--- config.mk ---
export PLATFORM = sky130hd
export DESIGN_NAME = ttl_mod_counter_chain
export DESIGN_NICKNAME = d
export VERILOG_FILES = /design/src/rtl/ttl_cnt_pkg.sv /design/src/rtl/ttl_mod_counter_digit.sv /design/src/rtl/ttl_mod_counter_chain.sv
export SDC_FILE = /design/constraint.sdc
export NUM_CORES = 1
export LEC_CHECK = 0
export CORE_MARGIN = 5
export CORE_UTILIZATION = 38
export DETAILED_ROUTE_END_ITERATION = 8
export GPL_TIMING_DRIVEN = 1
export PLACE_DENSITY_LB_ADDON = 0.3
export SLEW_MARGIN = 20
export SYNTH_ARGS = -nofsm -noshare
export SYNTH_HDL_FRONTEND = slang
export SYNTH_SLANG_ARGS = --single-unit --ignore-timing --ignore-initial --compat-mode --unroll-limit 50000
export TNS_END_PERCENT = 100
--- constraint.sdc ---
create_clock -name clk -period 2 [get_ports clk]
set_clock_uncertainty 0.1 [all_clocks]
set_input_delay 0.4 -clock clk [delete_from_list [all_inputs] [get_ports clk]]
set_output_delay 0.4 -clock clk [all_outputs]
set_load 0.05 [all_outputs]
--- src/rtl/ttl_cnt_pkg.sv ---
// Shared helpers for the TTL-style cascadable modulo counter: width math,
// terminal values and the per-digit step rule.
`timescale 1ns/1ps
package ttl_cnt_pkg;

  localparam int TERM_DN = 0;

  function automatic int clog2(input int value);
    int r;
    int v;
    r = 0;
    v = value - 1;
    while (v > 0) begin
      r = r + 1;
      v = v >> 1;
    end
    return r;
  endfunction

  function automatic int term_up(input int modulus);
    return modulus - 1;
  endfunction

  // Out-of-range values re-enter the legal range at the wrap point of the direction.
  function automatic int next_digit(input int val, input int modulus, input bit down);
    int r;
    if (down) begin
      if (val == 0 || val >= modulus) r = modulus - 1;
      else r = val - 1;
    end else begin
      if (val >= modulus - 1) r = 0;
      else r = val + 1;
    end
    return r;
  endfunction

endpackage

--- src/rtl/ttl_mod_counter_digit.sv ---
// One modulo-MODULUS digit of the counter chain, clocked on the falling edge
// with asynchronous clear and ps > ld > step priority.
`timescale 1ns/1ps
module ttl_mod_counter_digit
  import ttl_cnt_pkg::*;
#(
  parameter int W       = 4,
  parameter int MODULUS = 10
) (
  input  logic         clk,
  input  logic         clr,
  input  logic         step,
  input  logic         ps,
  input  logic         ld,
  input  logic         dn,
  input  logic [W-1:0] d_i,
  output logic [W-1:0] q_i,
  output logic         at_term
);

  localparam logic [W-1:0] TERM_UP_V = W'(term_up(MODULUS));
  localparam logic [W-1:0] TERM_DN_V = W'(TERM_DN);

  logic [W-1:0] next_val;

  assign next_val = W'(next_digit(int'(q_i), MODULUS, dn));

  // Counting up, an out-of-range digit wraps to 0 on its next step, so it carries like the terminal value.
  always_comb begin
    at_term = 1'b0;
    if (dn) at_term = (q_i == TERM_DN_V);
    else    at_term = (q_i >= TERM_UP_V);
  end

  always_ff @(negedge clk or posedge clr) begin
    if (clr)       q_i <= '0;
    else if (ps)   q_i <= TERM_UP_V;
    else if (ld)   q_i <= d_i;
    else if (step) q_i <= next_val;
  end

endmodule

--- src/rtl/ttl_mod_counter_chain.sv ---
// Cascadable modulo-N counter with synchronous lookahead carry, tc and rco.
// Define CNT_UPDOWN_EN to let dn select down counting; otherwise dn is ignored.
`timescale 1ns/1ps
module ttl_mod_counter_chain
  import ttl_cnt_pkg::*;
#(
  parameter int DIGITS  = 2,
  parameter int MODULUS = 10,
  parameter int W       = 4,
  parameter int TPLH    = 12,
  parameter int TPHL    = 13
) (
  input  logic                clk,
  input  logic                clr,
  input  logic                en,
  input  logic                ld,
  input  logic                ps,
  input  logic                dn,
  input  logic [DIGITS*W-1:0] d,
  output logic [DIGITS*W-1:0] q,
  output logic                tc,
  output logic                rco
);

  localparam int OW = DIGITS * W + 2;

  if (W < clog2(MODULUS)) begin : g_width_check
    $error("ttl_mod_counter_chain: W=%0d too narrow for MODULUS=%0d", W, MODULUS);
  end

  logic                dn_eff;
  logic [DIGITS-1:0]   at_term;
  logic [DIGITS-1:0]   step;
  logic [DIGITS*W-1:0] q_int;
  logic                tc_int;
  logic                rco_int;
  logic                low_all;

`ifdef CNT_UPDOWN_EN
  assign dn_eff = dn;
`else
  logic unused_dn;
  assign unused_dn = dn;
  assign dn_eff    = 1'b0;
`endif

  // Lookahead: each digit sees the AND of all lower terminal flags, so the whole chain updates on one edge.
  always_comb begin
    step    = '0;
    low_all = 1'b1;
    for (int i = 0; i < DIGITS; i++) begin
      step[i] = en & low_all;
      low_all = low_all & at_term[i];
    end
  end

  for (genvar i = 0; i < DIGITS; i++) begin : g_digit
    ttl_mod_counter_digit #(
      .W       (W),
      .MODULUS (MODULUS)
    ) u_digit (
      .clk     (clk),
      .clr     (clr),
      .step    (step[i]),
      .ps      (ps),
      .ld      (ld),
      .dn      (dn_eff),
      .d_i     (d[i*W +: W]),
      .q_i     (q_int[i*W +: W]),
      .at_term (at_term[i])
    );
  end

  assign tc_int  = &at_term;
  assign rco_int = tc_int & en & ~clr;

  logic [OW-1:0] raw;
  logic [OW-1:0] dly_r;
  logic [OW-1:0] dly_f;
  logic [OW-1:0] dly;

  assign raw = {rco_int, tc_int, q_int};
  assign #(TPLH) dly_r = raw;
  assign #(TPHL) dly_f = raw;

  // Combining a TPLH copy and a TPHL copy bitwise gives each bit its own rise and fall delay.
  if (TPLH >= TPHL) begin : g_rise_slow
    assign dly = dly_r & dly_f;
  end else begin : g_fall_slow
    assign dly = dly_r | dly_f;
  end

  assign {rco, tc, q} = dly;

endmodule

==> flow_summary.json <==
{
  "yosysSeqAreaShare_pct": 32.6,
  "cts_hold_buf": 0,
  "hold_violations": 0,
  "drive_gt1_share_pct": 61.6,
  "rr_worst_depth": 7,
  "clock_latency_ns": 0.26,
  "holdPathStages": 4,
  "crit_arrival_ns": 2.67,
  "post-synth-top-area-cell": "dfrtn_1",
  "drv_slew": 0,
  "vias_per_cell": 5.55,
  "rsz0062_at_grt": "yes",
  "netlist_instances": 66,
  "grt_pass1_wl_um": 3750,
  "cp.required_ns": 1.50,
  "setup_ws_ns": -1.17,
  "diodes": 0,
  "clock-sinks": 8,
  "gp_congestion": 0.805,
  "worst_pin_slew_ns": 0.369,
  "seq_area_um2": 200,
  "dr_total_vias": 782,
  "cts_tree": "yes",
  "min_from": "g_digit[0].u_digit.q_i[0]",
  "path_clk_slew_ns": 0.04,
  "start_kind": "register",
  "synth_area_leaders": "dfrtn_1 (33%), ha_1 (12%), inv_1 (6.7%)",
  "root_buffer": "clkbuf_4",
  "largest_registers": "g_digit.u_digit.q_i x8",
  "die_h_um": 50.2,
  "cts_buffer_depth": 2,
  "max_cap_violations": 0,
  "wl_per_cell_um": 17.4,
  "hp-class": "register to register",
  "largest_reg_flops": 8,
  "ant_nets": 0,
  "regMostFlops": "g_digit.u_digit.q_i",
  "p_per_area_mw_per_mm2": 511,
  "track_usage_pct": 19.1,
  "die_x_um": 50.2,
  "synth.top_cell.area_share_pct": 32.6,
  "area_growth_pct": 122,
  "cp_max_fo": 3,
  "drt_iter0_drc": 13,
  "dr.pass1.iters": 4,
  "synth_fp_nets": 86,
  "fill_cells": 66,
  "wl_um": 2450,
  "r2r_setup_slack_ns": 0,
  "hold-worst-slack_ns": 0.578,
  "cts_buffers": 3,
  "r2r-end": "g_digit[1].u_digit.q_i[2]",
  "dieArea_mm2": 0.00252,
  "core_area_mm2": 0.00152,
  "ys_seq_elements": 8,
  "htree_levels": 1,
  "numPortBuffers": 22,
  "multi_input_area_um2": 459,
  "fin_tns_setup_ns": -6.86,
  "whs_endpoint": "g_digit[0].u_digit.q_i[0]",
  "dp_hpwl_um": 1590,
  "irDropWorstVdd_mv": 0.359,
  "violations": "setup timing",
  "status": "finished with violations",
  "antenna_found_initial": 0,
  "route.detailed.drc": 0,
  "p_leak_nw": 0.663,
  "crit_path_end_kind": "primary output",
  "grt_pass1_vias": 841,
  "start_util_pct": 40.3,
  "io_pins": 24,
  "design.final.nets": 147,
  "setup_violations": 14,
  "r2r-start": "g_digit[0].u_digit.q_i[1]",
  "ys_types": 28,
  "slew_headroom_pct": 75.4,
  "pre_cts_ws_ns": -0.948,
  "yosysWarnings": 0,
  "final_util_pct": 89.5,
  "crit_type": "register to primary output",
  "grt_max_degree": 12,
  "avgSynthCellArea_um2": 9.31,
  "num_rows": 14,
  "grt_overflow": 0,
  "synth_area_um2": 614
}
==> Yosys cell counts <==
| cell | n |
|---|---|
| inv_1 | 11 |
| o31ai_1 | 2 |
| mux2_2 | 1 |
| nand3_1 | 4 |
| nor2_1 | 4 |
| a41oi_1 | 2 |
| o21bai_1 | 1 |
| a31oi_1 | 1 |
| dfrtn_1 | 8 |
| nor4b_1 | 1 |
| a21oi_1 | 6 |
| or3b_4 | 1 |
| nand2_1 | 3 |
| buf_6 | 1 |
| o221ai_1 | 1 |
| and3_4 | 1 |
| nor3_1 | 1 |
| a2111oi_2 | 1 |
| o21a_1 | 1 |
| clkbuf_2 | 1 |
| o31ai_4 | 1 |
| o311ai_1 | 1 |
| nor2b_1 | 1 |
| clkbuf_1 | 1 |
| a311oi_2 | 1 |
| a21o_1 | 1 |
| a221oi_1 | 2 |
| ha_1 | 6 |
==> layer usage <==
layer / global-route usage [%] / vias up / share of wire (%)
met1: 20.7 / 376 / 35
met4: 7.86 / 0 / 2.1
met2: 35.1 / 37 / 56
met5: 0 / - / 0
met3: 4.44 / 8 / 6.4
li1: - / 361 / -
==> metrics by stage <==
stage	cells	instance area (µm²)	power (W)
2_1_floorplan	66	677	0.000346
6_report	141	1360	0.000697
3_3_place_gp	124	1140	0.000497
5_1_grt	141	1360	0.000730
3_5_place_dp	124	1140	0.000506
4_1_cts	136	1300	0.000668
==> worst max-delay path, cell delays in order, from the launching register on <==
cell	delay [ns]
dfrtn_1	0.46
inv_2	0.05
ha_2	0.16
or3b_4	0.25
nand3_4	0.09
nor3_4	0.22
buf_12	0.16
==> power breakdown <==
| group | leakage [nW] | switching [W] | internal (W) | total [W] |
|---|---|---|---|---|
| Sequential | 0.0935 | 0.0000122 | 0.000176 | 0.000188 |
| Clock | 0.0138 | 0.0000559 | 0.0000688 | 0.000125 |
| Combinational | 0.556 | 0.000189 | 0.000195 | 0.000384 |
==> kinds of logic (layout without fill, tap and decap cells) <==
logic type	Yosys count	after routing	share of synthesized area [%]
mux	1	1	1.83
fa+ha+maj	6	6	12.2
flops	8	8	32.6
simple gates	16	16	14.5
buf+inv	14	73	9.98
compound gates	21	21	28.9
==> how the worst max path moves through the flow <==
stage | from | cells past startpoint | to | slack, ns
3_3_place_gp | en | 4 | g_digit[1].u_digit.q_i[2] | -0.91
2_1_floorplan | g_digit[0].u_digit.q_i[0] | 5 | rco | -1.39
4_1_cts | g_digit[0].u_digit.q_i[0] | 6 | rco | -1.15
6_report | g_digit[0].u_digit.q_i[0] | 6 | rco | -1.17
3_5_place_dp | g_digit[0].u_digit.q_i[0] | 6 | rco | -0.95
5_1_grt | g_digit[0].u_digit.q_i[0] | 6 | rco | -1.21
==> cells in the final DEF (no fill, tap or decap), types with 2 or more instances in the layout <==
cell type / count
clkdlybuf4s50_1: 3
a221oi_2: 2
buf_6: 9
buf_12: 9
inv_1: 9
dfrtn_1: 8
a21oi_1: 2
ha_1: 5
buf_4: 29
clkbuf_4: 3
dlygate4sd2_1: 4
o31ai_1: 2
dlymetal6s2s_1: 2
a21oi_2: 4
inv_2: 2
nor2_1: 2
nand3_1: 3
==> area by class of cell <==
| class | count | share of cell area, % |
|---|---|---|
| clock buffers | 3 | 1.65 |
| inverters | 11 | 3.03 |
| multi-input cells | 44 | 33.7 |
| flip-flops and latches | 8 | 14.7 |
| well taps | 16 | 1.47 |
| repair buffers | 59 | 45.5 |
==> repair_timing <==
action                                  4_1_cts  5_1_grt
pin swaps                                    13        6
endpoints found under the setup margin       18       16
buffers inserted                             11        6
resized for setup                            36        9
Power figures use the tool's default switching activity.
